--- src/rtl/mc_iter_muldiv.sv ---
// mc_iter_muldiv: iterative shift-add multiply / restoring divide unit with start/busy/done handshake and flags
module mc_iter_muldiv #(
  parameter int WIDTH = 32
) (
  input  logic             clk,
  input  logic             rst,
  input  logic             start,
  input  logic [1:0]       op,
  input  logic [WIDTH-1:0] a,
  input  logic [WIDTH-1:0] b,
  output logic             busy,
  output logic             done,
  output logic [WIDTH-1:0] hi,
  output logic [WIDTH-1:0] lo,
  output logic             zero,
  output logic             neg,
  output logic             div0
);
  localparam int CNT_W = $clog2(WIDTH) + 1;
  typedef enum logic [2:0] {IDLE, PREP, RUN, FIXUP, DONE} state_t;
  state_t state_q, state_d;
  logic [1:0] op_q, op_d;
  logic [WIDTH-1:0] a_q, a_d, b_q, b_d, m_q, m_d, hi_q, hi_d, lo_q, lo_d;
  logic [2*WIDTH-1:0] acc_q, acc_d, prod;
  logic [CNT_W-1:0] cnt_q, cnt_d;
  logic sq_q, sq_d, sr_q, sr_d, zero_q, zero_d, neg_q, neg_d, div0_q, div0_d;
  logic is_div, is_sgn, accept, b_zero;
  logic [WIDTH-1:0] abs_a, abs_b, quo, rem;
  logic [WIDTH:0] mul_sum, div_sh, div_diff;
  assign is_div = op_q[1];
  assign is_sgn = op_q[0];
  assign accept = start && !busy;
  assign b_zero = b_q == '0;
  assign abs_a = is_sgn && a_q[WIDTH-1] ? -a_q : a_q;
  assign abs_b = is_sgn && b_q[WIDTH-1] ? -b_q : b_q;
  assign mul_sum = {1'b0, acc_q[2*WIDTH-1:WIDTH]} + (acc_q[0] ? {1'b0, m_q} : '0);
  assign div_sh = acc_q[2*WIDTH-1:WIDTH-1];
  assign div_diff = div_sh - {1'b0, m_q};
  assign prod = is_sgn && sq_q ? -acc_q : acc_q;
  assign quo = is_sgn && sq_q ? -acc_q[WIDTH-1:0] : acc_q[WIDTH-1:0];
  assign rem = is_sgn && sr_q ? -acc_q[2*WIDTH-1:WIDTH] : acc_q[2*WIDTH-1:WIDTH];
  assign hi = hi_q;
  assign lo = lo_q;
  assign zero = zero_q;
  assign neg = neg_q;
  assign div0 = div0_q;
  always_ff @(posedge clk) state_q <= !rst ? IDLE : state_d;
  always_comb begin
    state_d = state_q;
    case (state_q)
      IDLE:    state_d = start ? PREP : IDLE;
      PREP:    state_d = is_div && b_zero ? DONE : RUN;
      RUN:     state_d = cnt_q == CNT_W'(1) ? FIXUP : RUN;
      FIXUP:   state_d = DONE;
      DONE:    state_d = start ? PREP : IDLE;
      default: state_d = IDLE;
    endcase
  end
  always_comb begin
    busy = state_q == PREP || state_q == RUN || state_q == FIXUP;
    done = state_q == DONE;
  end
  always_comb begin
    op_d = op_q;
    a_d = a_q;
    b_d = b_q;
    m_d = m_q;
    acc_d = acc_q;
    cnt_d = cnt_q;
    sq_d = sq_q;
    sr_d = sr_q;
    hi_d = hi_q;
    lo_d = lo_q;
    zero_d = zero_q;
    neg_d = neg_q;
    div0_d = div0_q;
    if (accept) begin
      op_d = op;
      a_d = a;
      b_d = b;
    end
    if (state_q == PREP) begin
      m_d = is_div ? abs_b : abs_a;
      acc_d = {{WIDTH{1'b0}}, is_div ? abs_a : abs_b};
      cnt_d = CNT_W'(WIDTH);
      sq_d = a_q[WIDTH-1] ^ b_q[WIDTH-1];
      sr_d = a_q[WIDTH-1];
      if (is_div && b_zero) begin
        hi_d = a_q;
        lo_d = '1;
        zero_d = 1'b0;
        neg_d = 1'b0;
        div0_d = 1'b1;
      end
    end
    if (state_q == RUN) begin
      cnt_d = cnt_q - CNT_W'(1);
      acc_d = !is_div ? {mul_sum, acc_q[WIDTH-1:1]} :
              div_diff[WIDTH] ? {div_sh[WIDTH-1:0], acc_q[WIDTH-2:0], 1'b0} :
              {div_diff[WIDTH-1:0], acc_q[WIDTH-2:0], 1'b1};
    end
    if (state_q == FIXUP) begin
      hi_d = is_div ? rem : prod[2*WIDTH-1:WIDTH];
      lo_d = is_div ? quo : prod[WIDTH-1:0];
      zero_d = is_div ? quo == '0 : prod == '0;
      neg_d = is_sgn && (is_div ? quo[WIDTH-1] : prod[2*WIDTH-1]);
      div0_d = 1'b0;
    end
  end
  always_ff @(posedge clk)
    if (!rst) begin
      op_q <= '0;
      a_q <= '0;
      b_q <= '0;
      m_q <= '0;
      acc_q <= '0;
      cnt_q <= '0;
      sq_q <= 1'b0;
      sr_q <= 1'b0;
      hi_q <= '0;
      lo_q <= '0;
      zero_q <= 1'b0;
      neg_q <= 1'b0;
      div0_q <= 1'b0;
    end else begin
      op_q <= op_d;
      a_q <= a_d;
      b_q <= b_d;
      m_q <= m_d;
      acc_q <= acc_d;
      cnt_q <= cnt_d;
      sq_q <= sq_d;
      sr_q <= sr_d;
      hi_q <= hi_d;
      lo_q <= lo_d;
      zero_q <= zero_d;
      neg_q <= neg_d;
      div0_q <= div0_d;
    end
endmodule

--- config.mk ---
export PLATFORM = sky130hd
export DESIGN_NAME = mc_iter_muldiv
export DESIGN_NICKNAME = d
export VERILOG_FILES = /design/src/rtl/mc_iter_muldiv.sv
export SDC_FILE = /design/constraint.sdc
export NUM_CORES = 1
export LEC_CHECK = 0
export BUFFER_PORTS_ARGS = -buffer_cell sky130_fd_sc_hd__buf_2
export CAP_MARGIN = 20
export CORE_MARGIN = 2
export CORE_UTILIZATION = 45
export DETAILED_ROUTE_END_ITERATION = 16
export GPL_TIMING_DRIVEN = 1
export HOLD_SLACK_MARGIN = 0.15
export PLACE_DENSITY = 0.66
export SETUP_SLACK_MARGIN = 0.2
export SLEW_MARGIN = 20
export SYNTH_ARGS = -nofsm -noshare
export SYNTH_HDL_FRONTEND = slang
export SYNTH_SLANG_ARGS = --single-unit
--- constraint.sdc ---
create_clock -name clk -period 4.12 [get_ports clk]
set_input_delay 0.824 -clock clk [delete_from_list [all_inputs] [get_ports clk]]
set_output_delay 0.824 -clock clk [all_outputs]
set_load 0.05 [all_outputs]
-- After elaboration in Yosys (flattened, before gate mapping)
Cells that the tools add are included.
W data, S select, Z words.
- input port bits: 69
- output and inout port bits: 69
- register bits: 240
- word-level logic and storage cells: 82
- bitwise logic cells: 2
- reductions and logical operators: 21
- mux-type cells: 32
- equal/unequal tests: 5
- add/sub/neg operators: 8
- operators by type and width (cell ; number):
    $mux W32 ; 15
    $mux W64 ; 5
    $neg A32 Y32 ; 4
    $logic_not A32 Y1 ; 2
    $logic_not A64 Y1 ; 1
    $neg A64 Y64 ; 1
    $add A32 B32 Y33 ; 1
    $sub A33 B32 Y33 ; 1
    $mux W6 ; 2
    $pmux W3 S4 ; 1
    $mux W1 ; 8
    $logic_and A1 B1 Y1 ; 7
    $eq A3 B2 Y1 const B ; 2
    $eq A6 B1 Y1 const B ; 1
    $reduce_bool A2 Y1 ; 3
    $sub A6 B1 Y6 const B ; 1
    $reduce_and A2 Y1 ; 2
    $reduce_or A2 Y1 ; 2
    $eq A3 B1 Y1 const B ; 1
    $eq A3 B3 Y1 const B ; 1
    $logic_not A3 Y1 ; 1
    $mux W3 ; 1
    $logic_or A1 B1 Y1 ; 2
    $logic_not A1 Y1 ; 1
    other kinds (2) ; 2

-- Depth between registers and ports, before layout
Gate-level depths: netlist of the first run.
- depth in word-level cells: 5
- mapped depth: 15

-- Worst setup path after synthesis of the first run
No wires, ideal clock.
- path kind: reg2reg
- start: register acc_q[0]
- end: register zero_q, in the netlist zero
- path slack: 0.637 ns
- setup time: 0.061 ns
- cell stages (with the launch flop): 14
- clock period less this slack: 3.483 ns
- arrival time: 3.422 ns
- path buffers: 2
- cell sequence: dfxtp_1 clkbuf_1 inv_1 clkbuf_1 ha_1 or4b_1 nor4_1 nand4_1 o21ai_0 mux2_2 o22ai_1 nand4_1 o41ai_2 a32o_2
- cells in the longest elaborated chain, start to end: 5
- elaborated cells between the ends (all ways): 8
- classes of those cells: 2 x add/sub; 4 x mux; 2 x reduce/logical
- RTL lines (element ; RTL line ; text):
    from (decl) ; 24 ; logic [2*WIDTH-1:0] acc_q, acc_d, prod;
    from (signal assigned) ; 116 ; acc_q <= '0;
    from (signal assigned) ; 130 ; acc_q <= acc_d;
    $neg A64 Y64 or $neg A32 Y32 (tied branches) ; 39, 40 ;
    $mux W64 or $mux W32 (tied branches) ; 39, 40 ;
    $logic_not A64 Y1 or $logic_not A32 Y1 (tied branches) ; 105 ; zero_d = is_div ? quo == '0 : prod == '0;
    $mux W1 * ; 105 ;
    $mux W1 * ; 102 ; if (state_q == FIXUP) begin
    to (signal assigned) ; 136 ; zero_q <= zero_d;
    to (decl) ; 26 ; logic sq_q, sq_d, sr_q, sr_d, zero_q, zero_d, neg_q, neg_d, div0_q, div0_d;
Mark *: on every way between the ends. The rest lies on a longest branch, timed or not.
A chain may end at the register's enable or synchronous reset.

-- Worst setup path after layout of the first run
- start: register acc_q[56]
- end: register zero_q, in the netlist zero
- cells in the longest elaborated chain, start to end: 5
- RTL lines (element ; RTL line ; text):
    $neg A64 Y64 ; 39 ; assign prod = is_sgn && sq_q ? -acc_q : acc_q;
    $mux W64 * ; 39 ;
    $logic_not A64 Y1 * ; 105 ;
    $mux W1 * ; 105 ;
    $mux W1 * ; 102 ;
Marks and branches as above.

==> results.md, run 1 <==
* IO Pins at between 100 and 150
* Reg-to-reg startpoint: acc_q[56]
* I/O Buffers at roughly 140
* CP arrival at 4.36 ns
* Gr usage total at 0.337
* Fin. Hold Viols at 0
* Top cell by count, worst path: or4_1
* Compound-Gate Fraction of Synth Area at 0.273
* Fin cells at between 3000 and 4000
* Synth async-reset ratio at 0
* Post-Synth Simple-Gate Area at 0.225
* Relative slew slack at 0.367
* Total grt overflow at 0
* Dominant synthesized flop cell: dfxtp_1
* Worst R2R End: zero
* Register area share after synthesis at 0.267
* Initial antenna violation count at 0
* EDFF count, synth at 0
* DR vias at approximately 19000
* Clock slew at reported path FFs at ~0.06 ns
* Post-route minimum period at roughly 3.8 ns
* Crit path max fanout at 13
* Cell area after synthesis at 0.0180 mm2
* Worst-Skew Late Latency at about 0.57 ns
* Syn-to-layout area delta at 13.0%
* Post-route cell area at about 0.020 mm2
* Vias in the first global route at 17500
* RSZ-0062 raised after global routing: false
* Crit. End Element: register
* Die ar. at around 0.042 mm2
* FP Rows at 73
* Post-Syn Nets at between 2000 and 3000
* Vias per inst at approximately 6.3
* P per Cell Area at ~360 mW/mm2
* Pin count of the biggest net entering global routing at 80
* Setup Total Neg Slack at 0 ns
* Largest family of logic cells by synthesized area: compound AO/OA/AOI/OAI gates
* CP required at approximately 4.6 ns
* Routability-driven placement congestion ratio at about 1.1
* Syn Inst Count at about 2500
* Yosys cell types at 84
* Count of final setup violators at 0
* Clk buf depth at 3
* Type of origin of the critical path: register
* DRC Markers at 0
* Hold_buf cts at 0
* CTS Root Cell: clkbuf_16
* CP Class: reg2reg
* Flops & latches, synth at 240
* Cells on worst reg2reg path at 9
* Clk network pwr share at 0.360
* HP Start: m_q[14]
* Standard cell core area at 0.0395 mm2
* Peak VDD IR at 0.000332 V
* CTS Sinks at 240
* Mux cell area share after synthesis at 0.0410
* Power Internal at ~0.0048 W
* HPWL after DPL at 55400 um
* Synthesized area per cell at between 7 and 8 um2
* Crit path from: acc_q[56]
* Tcrit/Tclk final at 0.932
* Max H-tree Level at 1
* Max Cap Viol at 0
* Initial Util at 0.455
* Slowest CP cell: or4_1
* Crit-path cells: or4_1 > or4_1 > nor4_1 > a31oi_1 > mux2i_1 > nor4_2 > nand4_1 > o41ai_2 > a32o_2
* Routed Antenna Nets at 0
* Hold Crit Endpoint: m_q[14]
* CTS tree: built
* Reg power frac at 0.346
* Iter 0 DRT Violations at around 2200
* # diodes at 0
* Post-detailed-placement cell area at 0.0193 mm2
* Final wirelength at slightly above 70000 um
* Crit-path max cell delay at 0.69 ns
* First-pass GRT wire length at 108000 um
* Hold path cells at 2
* Synth Area in Adders at 0.0509
* Post-Place Cells at around 3000
* Share of post-route cells with drive strength above 1 at 0.140
* Sw Pwr at between 0.002 and 0.003 W
* Post-Synth XOR/XNOR Area at 0.0847
* Leak at between 8 and 9 nW
* F_max at around 0.26 GHz
* Worst Skew at ~0.019 ns
* CTS Buf Count at 27
* Switch share at 0.356
* Reg2reg setup slack at 0.28 ns
* Die Span Y at roughly 200 um
* Tightest Hold Check Type: reg2reg
* Slew @ Worst Pin at approximately 0.95 ns
* Combinational share of power at 0.295
* Slew Limit Fails at 0
* Die width at between 200 and 250 um
* Fin nets at 2662
* TritonRoute pass-1 iters at 5
* Synth Warn # at 0
* Avg WL per Cell at about 24 um
* Status: finished clean
## critical path: cells and delay by family (launching register included)
kind / cells / cell delay (ns)
muxes: 1 / 0.19
AOI/OAI and AO/OA: 3 / 0.80
and+or+nand+nor: 5 / 2.29
DFF: 1 / 0.50
## how the worst max path moves through the flow
stage,end,depth (start not counted)
2_1_floorplan,zero,13
3_3_place_gp,zero,11
3_5_place_dp,acc_q[63],14
4_1_cts,acc_q[63],14
5_1_grt,zero,11
6_report,zero,9
## registers in the layout (all words and copies together) (netlist names), 2 cells and up
name,count
lo,32
acc_q,64
b_q,32
a_q,32
cnt_q,6
m_q,32
op_q,2
hi,32
state_q,3
## kinds of logic after synthesis
| logic type | count (synthesis) |
|---|---|
| AOI/OAI and AO/OA | 766 |
| xor gates and xnor gates | 174 |
| adders and majority gates | 72 |
| buffers and inverters | 267 |
| DFF | 240 |
| muxes | 73 |
| and+or+nand+nor | 865 |
## stage by stage
stage	util	setup WS, ns	hold slack [ns]	power (W)
6_report	0.514	0.278	0.457	0.00740
5_1_grt	0.514	0.211	0.470	0.00768
4_1_cts	0.513	0.253	0.454	0.00736
3_5_place_dp	0.489	0.233	0.447	0.00471
3_3_place_gp	0.489	0.242	0.441	0.00470
2_1_floorplan	-	0.637	0.432	0.00403
## cells in the mapped netlist, types with 23 or more instances
master / n / share of area
xnor2_1: 98 / 0.048
o221a_2: 25 / 0.016
a211oi_1: 41 / 0.017
dfxtp_1: 240 / 0.27
nor4_1: 39 / 0.014
nand3_1: 59 / 0.016
nor3_1: 54 / 0.015
o31ai_1: 27 / 0.011
inv_1: 70 / 0.015
nand4_1: 23 / 0.0080
nor2_1: 236 / 0.049
a31oi_1: 26 / 0.0090
clkbuf_1: 165 / 0.034
a21o_1: 32 / 0.013
nand2_1: 318 / 0.066
xor2_1: 76 / 0.037
ha_1: 70 / 0.049
a21oi_1: 289 / 0.080
o211ai_1: 44 / 0.018
o21ai_0: 128 / 0.036
mux2i_1: 68 / 0.038
## area by class of cell
type                       instances  area [um2]
clock buffer                      32         734
clock inverter                    18         240
fill                            3890       19200
inverter                          70         265
multi-input combinational       1950       12200
sequential                       240        4810
tap                              525         657
timing repair buffer             232        1420
## power by group through the flow
stage | clock network [W] | registers [W] | logic [W]
5_1_grt | 0.00278 | 0.00257 | 0.00233
4_1_cts | 0.00268 | 0.00255 | 0.00212
6_report | 0.00266 | 0.00256 | 0.00218
3_5_place_dp | 0 | 0.00261 | 0.00210
2_1_floorplan | 0 | 0.00259 | 0.00145
3_3_place_gp | 0 | 0.00260 | 0.00210
## layer usage
layer	up-vias	routed length [um]	global-route usage
li1	9012	-	-
met1	9124	31600	0.479
met2	996	29800	0.492
met3	147	7120	0.0639
met4	0	3520	0.149
met5	-	0	0
## timing repair
item,4_1_cts,5_1_grt
pin swaps,1,0
gates resized for setup,3,5
setup buffers,0,0
gates cloned,0,0
endpoints found under the setup margin,1,25
## layout by cell type, fill, tap and decap left out, types with 22 or more instances in the layout
master,instances
o21ai_0,125
dfxtp_1,238
nand3_1,58
a21o_1,32
nor2_1,233
nor3_1,53
nand2_1,316
nand4_1,23
a31oi_1,26
buf_4,93
o31ai_1,27
o211ai_1,44
ha_1,70
a211oi_1,41
nand2b_1,22
o221a_2,25
inv_1,69
clkbuf_16,27
xnor2_1,98
a21oi_1,289
nor4_1,38
buf_2,137
mux2i_1,68
xor2_1,76
Power figures use the tool's default switching activity.
==> run 2, diff against run 1 <==
--- a/config.mk
+++ b/config.mk
@@ -5,15 +5,16 @@
 export SDC_FILE = /design/constraint.sdc
 export NUM_CORES = 1
 export LEC_CHECK = 0
+export ABC_AREA = 1
 export BUFFER_PORTS_ARGS = -buffer_cell sky130_fd_sc_hd__buf_2
 export CAP_MARGIN = 20
+export CORE_ASPECT_RATIO = 0.75
 export CORE_MARGIN = 2
 export CORE_UTILIZATION = 45
 export DETAILED_ROUTE_END_ITERATION = 16
 export GPL_TIMING_DRIVEN = 1
 export HOLD_SLACK_MARGIN = 0.15
-export PLACE_DENSITY = 0.66
-export SETUP_SLACK_MARGIN = 0.2
+export PLACE_DENSITY = 0.65
 export SLEW_MARGIN = 20
 export SYNTH_ARGS = -nofsm -noshare
 export SYNTH_HDL_FRONTEND = slang
==> results.md, run 2 <==
* Status: finished clean (unchanged)
* Sw Pwr at 0.00354 W (was 0.00264 W)
* EDFF count, synth at 0 (unchanged)
* Tcrit/Tclk final at 0.828 (was 0.932)
* Die Span Y at 186 um (was 204 um)
* CTS Sinks at 240 (unchanged)
* Reg power frac at 0.322 (was 0.346)
* First-pass GRT wire length at 128000 um (was 108000 um)
* Combinational share of power at 0.375 (was 0.295)
* Synthesized area per cell at 6.12 um2 (was 7.32 um2)
* Crit-path cells: ha_1 > a21oi_1 > o21ai_0 > nor2_1 > nand2_2 > nand3b_1 > nand2_2 > inv_2 > nand2_1 > nand2_2 > nand2_1 > nand3_1 > nand3_1 > a21oi_1 (was or4_1 > or4_1 > nor4_1 > a31oi_1 > mux2i_1 > nor4_2 > nand4_1 > o41ai_2 > a32o_2)
* Gr usage total at 0.373 (was 0.337)
* Top cell by count, worst path: nand2_2 (was or4_1)
* Hold Crit Endpoint: lo[2] (was m_q[14])
* Clock slew at reported path FFs at 0.07 ns (was 0.06 ns)
* Crit. End Element: register (unchanged)
* Max reg flops at 64 (unchanged)
* WL met2 at 36200 um (was 29800 um)
* FP Rows at 66 (was 73)
* Tightest Hold Check Type: reg2reg (unchanged)
* Total grt overflow at 0 (unchanged)
* Leak at 10.2 nW (was 8.15 nW)
* Fin. Hold Viols at 0 (unchanged)
* Peak VDD IR at 0.000340 V (was 0.000332 V)
* Worst R2R End: acc_q[43] (was zero)
* Avg WL per Cell at 22.6 um (was 23.5 um)
* Routed Antenna Nets at 0 (unchanged)
* Commonest non-fill, non-tap cell in the layout: nand2_1 (unchanged)
* Max Cap Viol at 0 (unchanged)
* Crit-path max cell delay at 0.69 ns (about the same)
* CP required at 4.63 ns (about the same)
* Clk network pwr share at 0.303 (was 0.360)
* IO Pins at 138 (unchanged)
* F_max at 0.293 GHz (was 0.260 GHz)
* Count of final setup violators at 0 (unchanged)
* # diodes at 0 (unchanged)
* Share of post-route cells with drive strength above 1 at 0.108 (was 0.140)
* Count leader, synth: nand2_1 (unchanged)
* Yosys cell types at 58 (was 84)
* DRC Markers at 0 (unchanged)
* Hold_buf cts at 0 (unchanged)
* Most frequent cells in the layout: nand2_1, inv_1, nor2_1 (was nand2_1, a21oi_1, dfxtp_1)
* Setup Total Neg Slack at 0 ns (unchanged)
* Vias per inst at 5.87 (was 6.29)
* Switch share at 0.425 (was 0.356)
* Post-route minimum period at 3.41 ns (was 3.84 ns)
* Dominant synthesized flop cell: dfxtp_1 (unchanged)
* Cell area after synthesis at 0.0198 mm2 (was 0.0180 mm2)
* TritonRoute pass-1 iters at 6 (was 5)
* Syn Inst Count at 3237 (was 2457)
* M1 WL at 40000 um (was 31600 um)
* Slew Limit Fails at 0 (unchanged)
* Power Total at 0.00831 W (was 0.00740 W)
* Standard cell core area at 0.0434 mm2 (was 0.0395 mm2)
* Vias in the first global route at 20100 (was 17500)
* Max H-tree Level at 1 (unchanged)
* Post-CTS Setup Inserts at 0 (unchanged)
* Hold path cells at 2 (unchanged)
* Relative slew slack at 0.320 (was 0.367)
* Area fraction of the dominant cell type after synthesis at 0.243 (was 0.267)
* Flops & latches, synth at 240 (unchanged)
* Initial Util at 0.456 (was 0.455)
* Post-Syn Nets at 3378 (was 2598)
* DR vias at 22800 (was 19300)
* Crit path max fanout at 31 (was 13)
* HP Start: lo[2] (was m_q[14])
* HPWL after DPL at 69800 um (was 55400 um)
* Routability-driven placement congestion ratio at 1.02 (was 1.10)
* CTS tree: built (unchanged)
* Clk buf depth at 3 (unchanged)
* Slew @ Worst Pin at 1.02 ns (was 0.950 ns)
* P per Cell Area at 380 mW/mm2 (was 364 mW/mm2)
* CTS Buf Count at 26 (was 27)
* Reg2reg setup slack at 0.71 ns (was 0.28 ns)
* Synth Warn # at 0 (unchanged)
* Slowest CP cell: dfxtp_1 (was or4_1)
* CP Class: reg2reg (unchanged)
* Worst-Skew Late Latency at 0.59 ns (was 0.57 ns)
* Final wirelength at 88100 um (was 72100 um)
* Metal3 WL at 9460 um (was 7120 um)
* Cells on worst reg2reg path at 14 (was 9)
* RSZ-0062 raised after global routing: false (unchanged)
* Fin nets at 3436 (was 2662)
* Register area share after synthesis at 0.243 (was 0.267)
* Power Internal at 0.00478 W (was 0.00477 W)
* Initial antenna violation count at 1 (was 0)
* Largest Register: acc_q (unchanged)
* Pin count of the biggest net entering global routing at 174 (was 80)
* I/O Buffers at 137 (unchanged)
* Die width at 246 um (was 204 um)
* Cell taking the most area after synthesis: dfxtp_1 (unchanged)
* Post-synth top cells: nand2_1, inv_1, nor2_1, a21oi_1, o21ai_0 (was nand2_1, a21oi_1, dfxtp_1, nor2_1, clkbuf_1)
* Type of origin of the critical path: register (unchanged)
* Synth async-reset ratio at 0 (unchanged)
* Reg-to-reg startpoint: acc_q[46] (was acc_q[56])
* Top routing layer in use: met4 (unchanged)
* CP arrival at 3.92 ns (was 4.36 ns)
* Die ar. at 0.0457 mm2 (was 0.0416 mm2)
* CTS Root Cell: clkbuf_16 (unchanged)
* Syn-to-layout area delta at 10.5% (was 13.0%)
* Worst Skew at 0.0445 ns (was 0.0188 ns)
* Area contributors post-synth: dfxtp_1, nand2_1, a21oi_1, o21ai_0, inv_1 (was dfxtp_1, a21oi_1, nand2_1, nor2_1, ha_1)
* Post-CTS Resized at 0 (was 3)
* Iter 0 DRT Violations at 2797 (was 2153)
run 2: worst max-delay path by stage:
stage,start,end
final,acc_q[46],acc_q[43]
after global routing,acc_q[46],acc_q[43]
after CTS,acc_q[31],acc_q[43]
after detailed placement,acc_q[31],acc_q[43]
after global placement,acc_q[32],zero
after floorplan,acc_q[0],acc_q[61]
run 2: routing by layer:
metal | global-route usage | vias to the layer above
met1 | 0.548 | 10700
li1 | - | 10800
met3 | 0.0745 | 124
met2 | 0.549 | 1183
met4 | 0.0957 | 0
met5 | 0 | -
run 2: layout make-up:
type	instances	area [um2]
Inverter	357	1340
Sequential cell	240	4810
Tap cell	578	723
Clock buffer	31	699
Fill cell	4594	21600
Multi-Input combinational cell	2481	13000
Clock inverter	17	201
Timing Repair Buffer	189	1150
run 2: worst max-delay path: cells and delay by family, from the launching register on:
kind / cells / cell delay (ns)
AOI/OAI and AO/OA: 3 / 0.67
adders and majority gates: 1 / 0.39
buffers and inverters: 1 / 0.06
DFF: 1 / 0.69
and+or+nand+nor: 9 / 1.47
run 2: cell families (layout without fill, tap and decap cells):
kind of cell	count (synthesis)	in the layout	share of synthesized area
flip-flops	240	240	0.243
AND/OR/NAND/NOR	1534	1534	0.337
AO/OA/AOI/OAI	746	746	0.212
adder cells (fa/ha/maj)	72	72	0.0462
buffers and inverters	516	594	0.105
XOR/XNOR	129	129	0.0570
run 2: metrics by stage:
stage | worst slack (ns) | utilization | std cells | hold slack (ns) | cell area, um2
2_1_floorplan | 1.38 | - | 3237 | 0.447 | 19800
3_3_place_gp | 0.875 | 0.483 | 3845 | 0.457 | 21000
3_5_place_dp | 0.851 | 0.483 | 3845 | 0.461 | 21000
4_1_cts | 0.827 | 0.504 | 3893 | 0.482 | 21900
5_1_grt | 0.511 | 0.504 | 3893 | 0.510 | 21900
6_report | 0.708 | 0.504 | 3893 | 0.486 | 21900
run 2: power groups by stage:
stage | Clock, W | Sequential [W] | Combinational [W]
2_1_floorplan | 0 | 0.00268 | 0.00212
3_3_place_gp | 0 | 0.00272 | 0.00302
3_5_place_dp | 0 | 0.00272 | 0.00303
4_1_cts | 0.00254 | 0.00267 | 0.00304
5_1_grt | 0.00262 | 0.00269 | 0.00340
6_report | 0.00252 | 0.00268 | 0.00311
==> run 3, diff against run 2 <==
==> constraint.sdc (replaced) <==
create_clock -name clk -period 3.2 [get_ports clk]
set_input_delay 0.64 -clock clk [delete_from_list [all_inputs] [get_ports clk]]
set_output_delay 0.64 -clock clk [all_outputs]
set_load 0.05 [all_outputs]
==> results.md, run 3 (synthesized netlist as in run 2, its figures left out) <==
* Tightest Hold Check Type: in2reg (was reg2reg)
* Clk network pwr share at 0.291 (was 0.303)
* Fin. Hold Viols at 0 (unchanged)
* Top cell by count, worst path: nand2_1 (was nand2_2)
* CTS Sinks at 240 (unchanged)
* Slowest CP cell: dfxtp_1 (unchanged)
* Iter 0 DRT Violations at 2782 (was 2797)
* Tcrit/Tclk final at 0.975 (was 0.828)
* Final worst setup slack at 0.0793 ns (was 0.708 ns)
* Power Internal at 0.00620 W (was 0.00478 W)
* First-pass GRT wire length at 129000 um (was 128000 um)
* Die ar. at 0.0457 mm2 (unchanged)
* Slew @ Worst Pin at 0.872 ns (was 1.02 ns)
* Crit path max fanout at 8 (was 31)
* Total grt overflow at 0 (unchanged)
* Type of origin of the critical path: register (unchanged)
* Sequential Area at 0.00481 mm2 (about the same)
* Relative slew slack at 0.419 (was 0.320)
* Die width at 246 um (unchanged)
* # diodes at 0 (unchanged)
* HPWL after DPL at 69800 um (about the same)
* CP Class: reg2reg (unchanged)
* CTS tree: built (unchanged)
* Post-route minimum period at 3.12 ns (was 3.41 ns)
* Initial antenna violation count at 0 (was 1)
* F_max at 0.320 GHz (was 0.293 GHz)
* Standard cell core area at 0.0434 mm2 (unchanged)
* Routability-driven placement congestion ratio at 1.10 (was 1.02)
* Clk buf depth at 3 (unchanged)
* I/O Buffers at 137 (unchanged)
* CTS Root Cell: clkbuf_16 (unchanged)
* Post-Place Worst Slack at 0.0270 ns (was 0.851 ns)
* Crit-path max cell delay at 0.68 ns (was 0.69 ns)
* P per Cell Area at 481 mW/mm2 (was 380 mW/mm2)
* Worst Skew at 0.0143 ns (was 0.0445 ns)
* Crit-path cells: ha_1 > nand3_1 > nand3_2 > nand4_1 > nand2_1 > nand2_1 > nand2_2 > nand3b_1 > nand2_2 > inv_2 > nand2_1 > nand2_2 > nand2_1 > nand2_1 > nand2_1 > nand3_1 > a21oi_1 (was ha_1 > a21oi_1 > o21ai_0 > nor2_1 > nand2_2 > nand3b_1 > nand2_2 > inv_2 > nand2_1 > nand2_2 > nand2_1 > nand3_1 > nand3_1 > a21oi_1)
* Avg WL per Cell at 22.2 um (was 22.6 um)
* Power Total at 0.0108 W (was 0.00831 W)
* Slew Limit Fails at 0 (unchanged)
* Switch share at 0.424 (was 0.425)
* Setup Total Neg Slack at 0 ns (unchanged)
* Clock slew at reported path FFs at 0.06 ns (was 0.07 ns)
* Max Cap Viol at 0 (unchanged)
* Pin count of the biggest net entering global routing at 174 (unchanged)
* Area occupied by multi-input gates at 0.0130 mm2 (unchanged)
* Leak at 10.6 nW (was 10.2 nW)
* Max reg flops at 64 (unchanged)
* Syn-to-layout area delta at 13.0% (was 10.5%)
* Share of post-route cells with drive strength above 1 at 0.125 (was 0.108)
* Fin nets at 3499 (was 3436)
* Worst-Skew Late Latency at 0.56 ns (was 0.59 ns)
* Crit. End Element: register (unchanged)
* Fill count at 4633 (was 4594)
* Initial Util at 0.456 (unchanged)
* RSZ-0062 raised after global routing: false (unchanged)
* Commonest non-fill, non-tap cell in the layout: nand2_1 (unchanged)
* IO Pins at 138 (unchanged)
* Most frequent cells in the layout: nand2_1, inv_1, nor2_1 (unchanged)
* Status: finished clean (unchanged)
* Combinational share of power at 0.389 (was 0.375)
* Vias in the first global route at 20800 (was 20100)
* FP Rows at 66 (unchanged)
* Reg power frac at 0.321 (was 0.322)
* Sw Pwr at 0.00456 W (was 0.00354 W)
* Max H-tree Level at 1 (unchanged)
* Vias per inst at 5.88 (was 5.87)
* Final core occ at 0.516 (was 0.504)
* CTS Buf Count at 27 (was 26)
* DRC Markers at 0 (unchanged)
* Peak VDD IR at 0.000475 V (was 0.000340 V)
* Gr usage total at 0.373 (about the same)
* TritonRoute pass-1 iters at 6 (unchanged)
* Die Span Y at 186 um (unchanged)
* CP required at 3.65 ns (was 4.63 ns)
* Routed Antenna Nets at 0 (unchanged)
* Count of final setup violators at 0 (unchanged)
* Largest Register: acc_q (unchanged)
* CP arrival at 3.57 ns (was 3.92 ns)
* Final wirelength at 87600 um (was 88100 um)
* DR vias at 23200 (was 22800)
## run 3: metrics by stage
step	hold slack, ns	cells	cell area [um2]
after floorplan	0.447	3237	19800
after global placement	0.454	3907	21500
after detailed placement	0.460	3907	21500
after CTS	0.328	3954	22400
after global routing	0.364	3954	22400
final	0.337	3954	22400
## run 3: worst paths after layout
| kind | from | depth (start not counted) | slack [ns] | endpoint |
|---|---|---|---|---|
| worst max-delay path | acc_q[34] | 17 | 0.08 | acc_q[59] |
| worst max register to register | acc_q[34] | 17 | 0.08 | acc_q[59] |
| worst min register to register | div0 | 2 | 0.48 | div0 |
| worst min-delay path | a[29] | 3 | 0.34 | a_q[29] |
## run 3: routing by layer
layer	GRT usage	vias to the layer above	routed length [um]
met5	0	-	0
met4	0.132	0	3480
met3	0.0807	172	9530
met2	0.530	1204	34900
met1	0.546	10900	39700
li1	-	10900	-
## run 3: worst max-delay path, delay by kind of cell, from the launching register on
kind | cells | cell delay (ns)
simple gates | 14 | 1.76
flops | 1 | 0.68
fa+ha+maj | 1 | 0.40
buf+inv | 1 | 0.09
compound gates | 1 | 0.07
## run 3: power by group through the flow
stage	clock (W)	sequential (W)	combinational (W)
floorplan	0	0.00345	0.00273
global placement	0	0.00350	0.00405
detailed placement	0	0.00350	0.00406
CTS	0.00314	0.00343	0.00408
global route	0.00326	0.00346	0.00456
finish	0.00313	0.00345	0.00418
## run 3: layout make-up
class                   count  area share
multi-input cells        2481       0.579
flip-flops and latches    240       0.215
repair buffers            251      0.0756
inverters                 357      0.0600
clock buffers              36      0.0339
well taps                 578      0.0323
clock inverters            11     0.00480
## run 3: repair_timing
action	CTS	global route
gates resized for setup	0	4
hold buffers	0	0
setup endpoints to repair	0	33
setup buffers	0	0
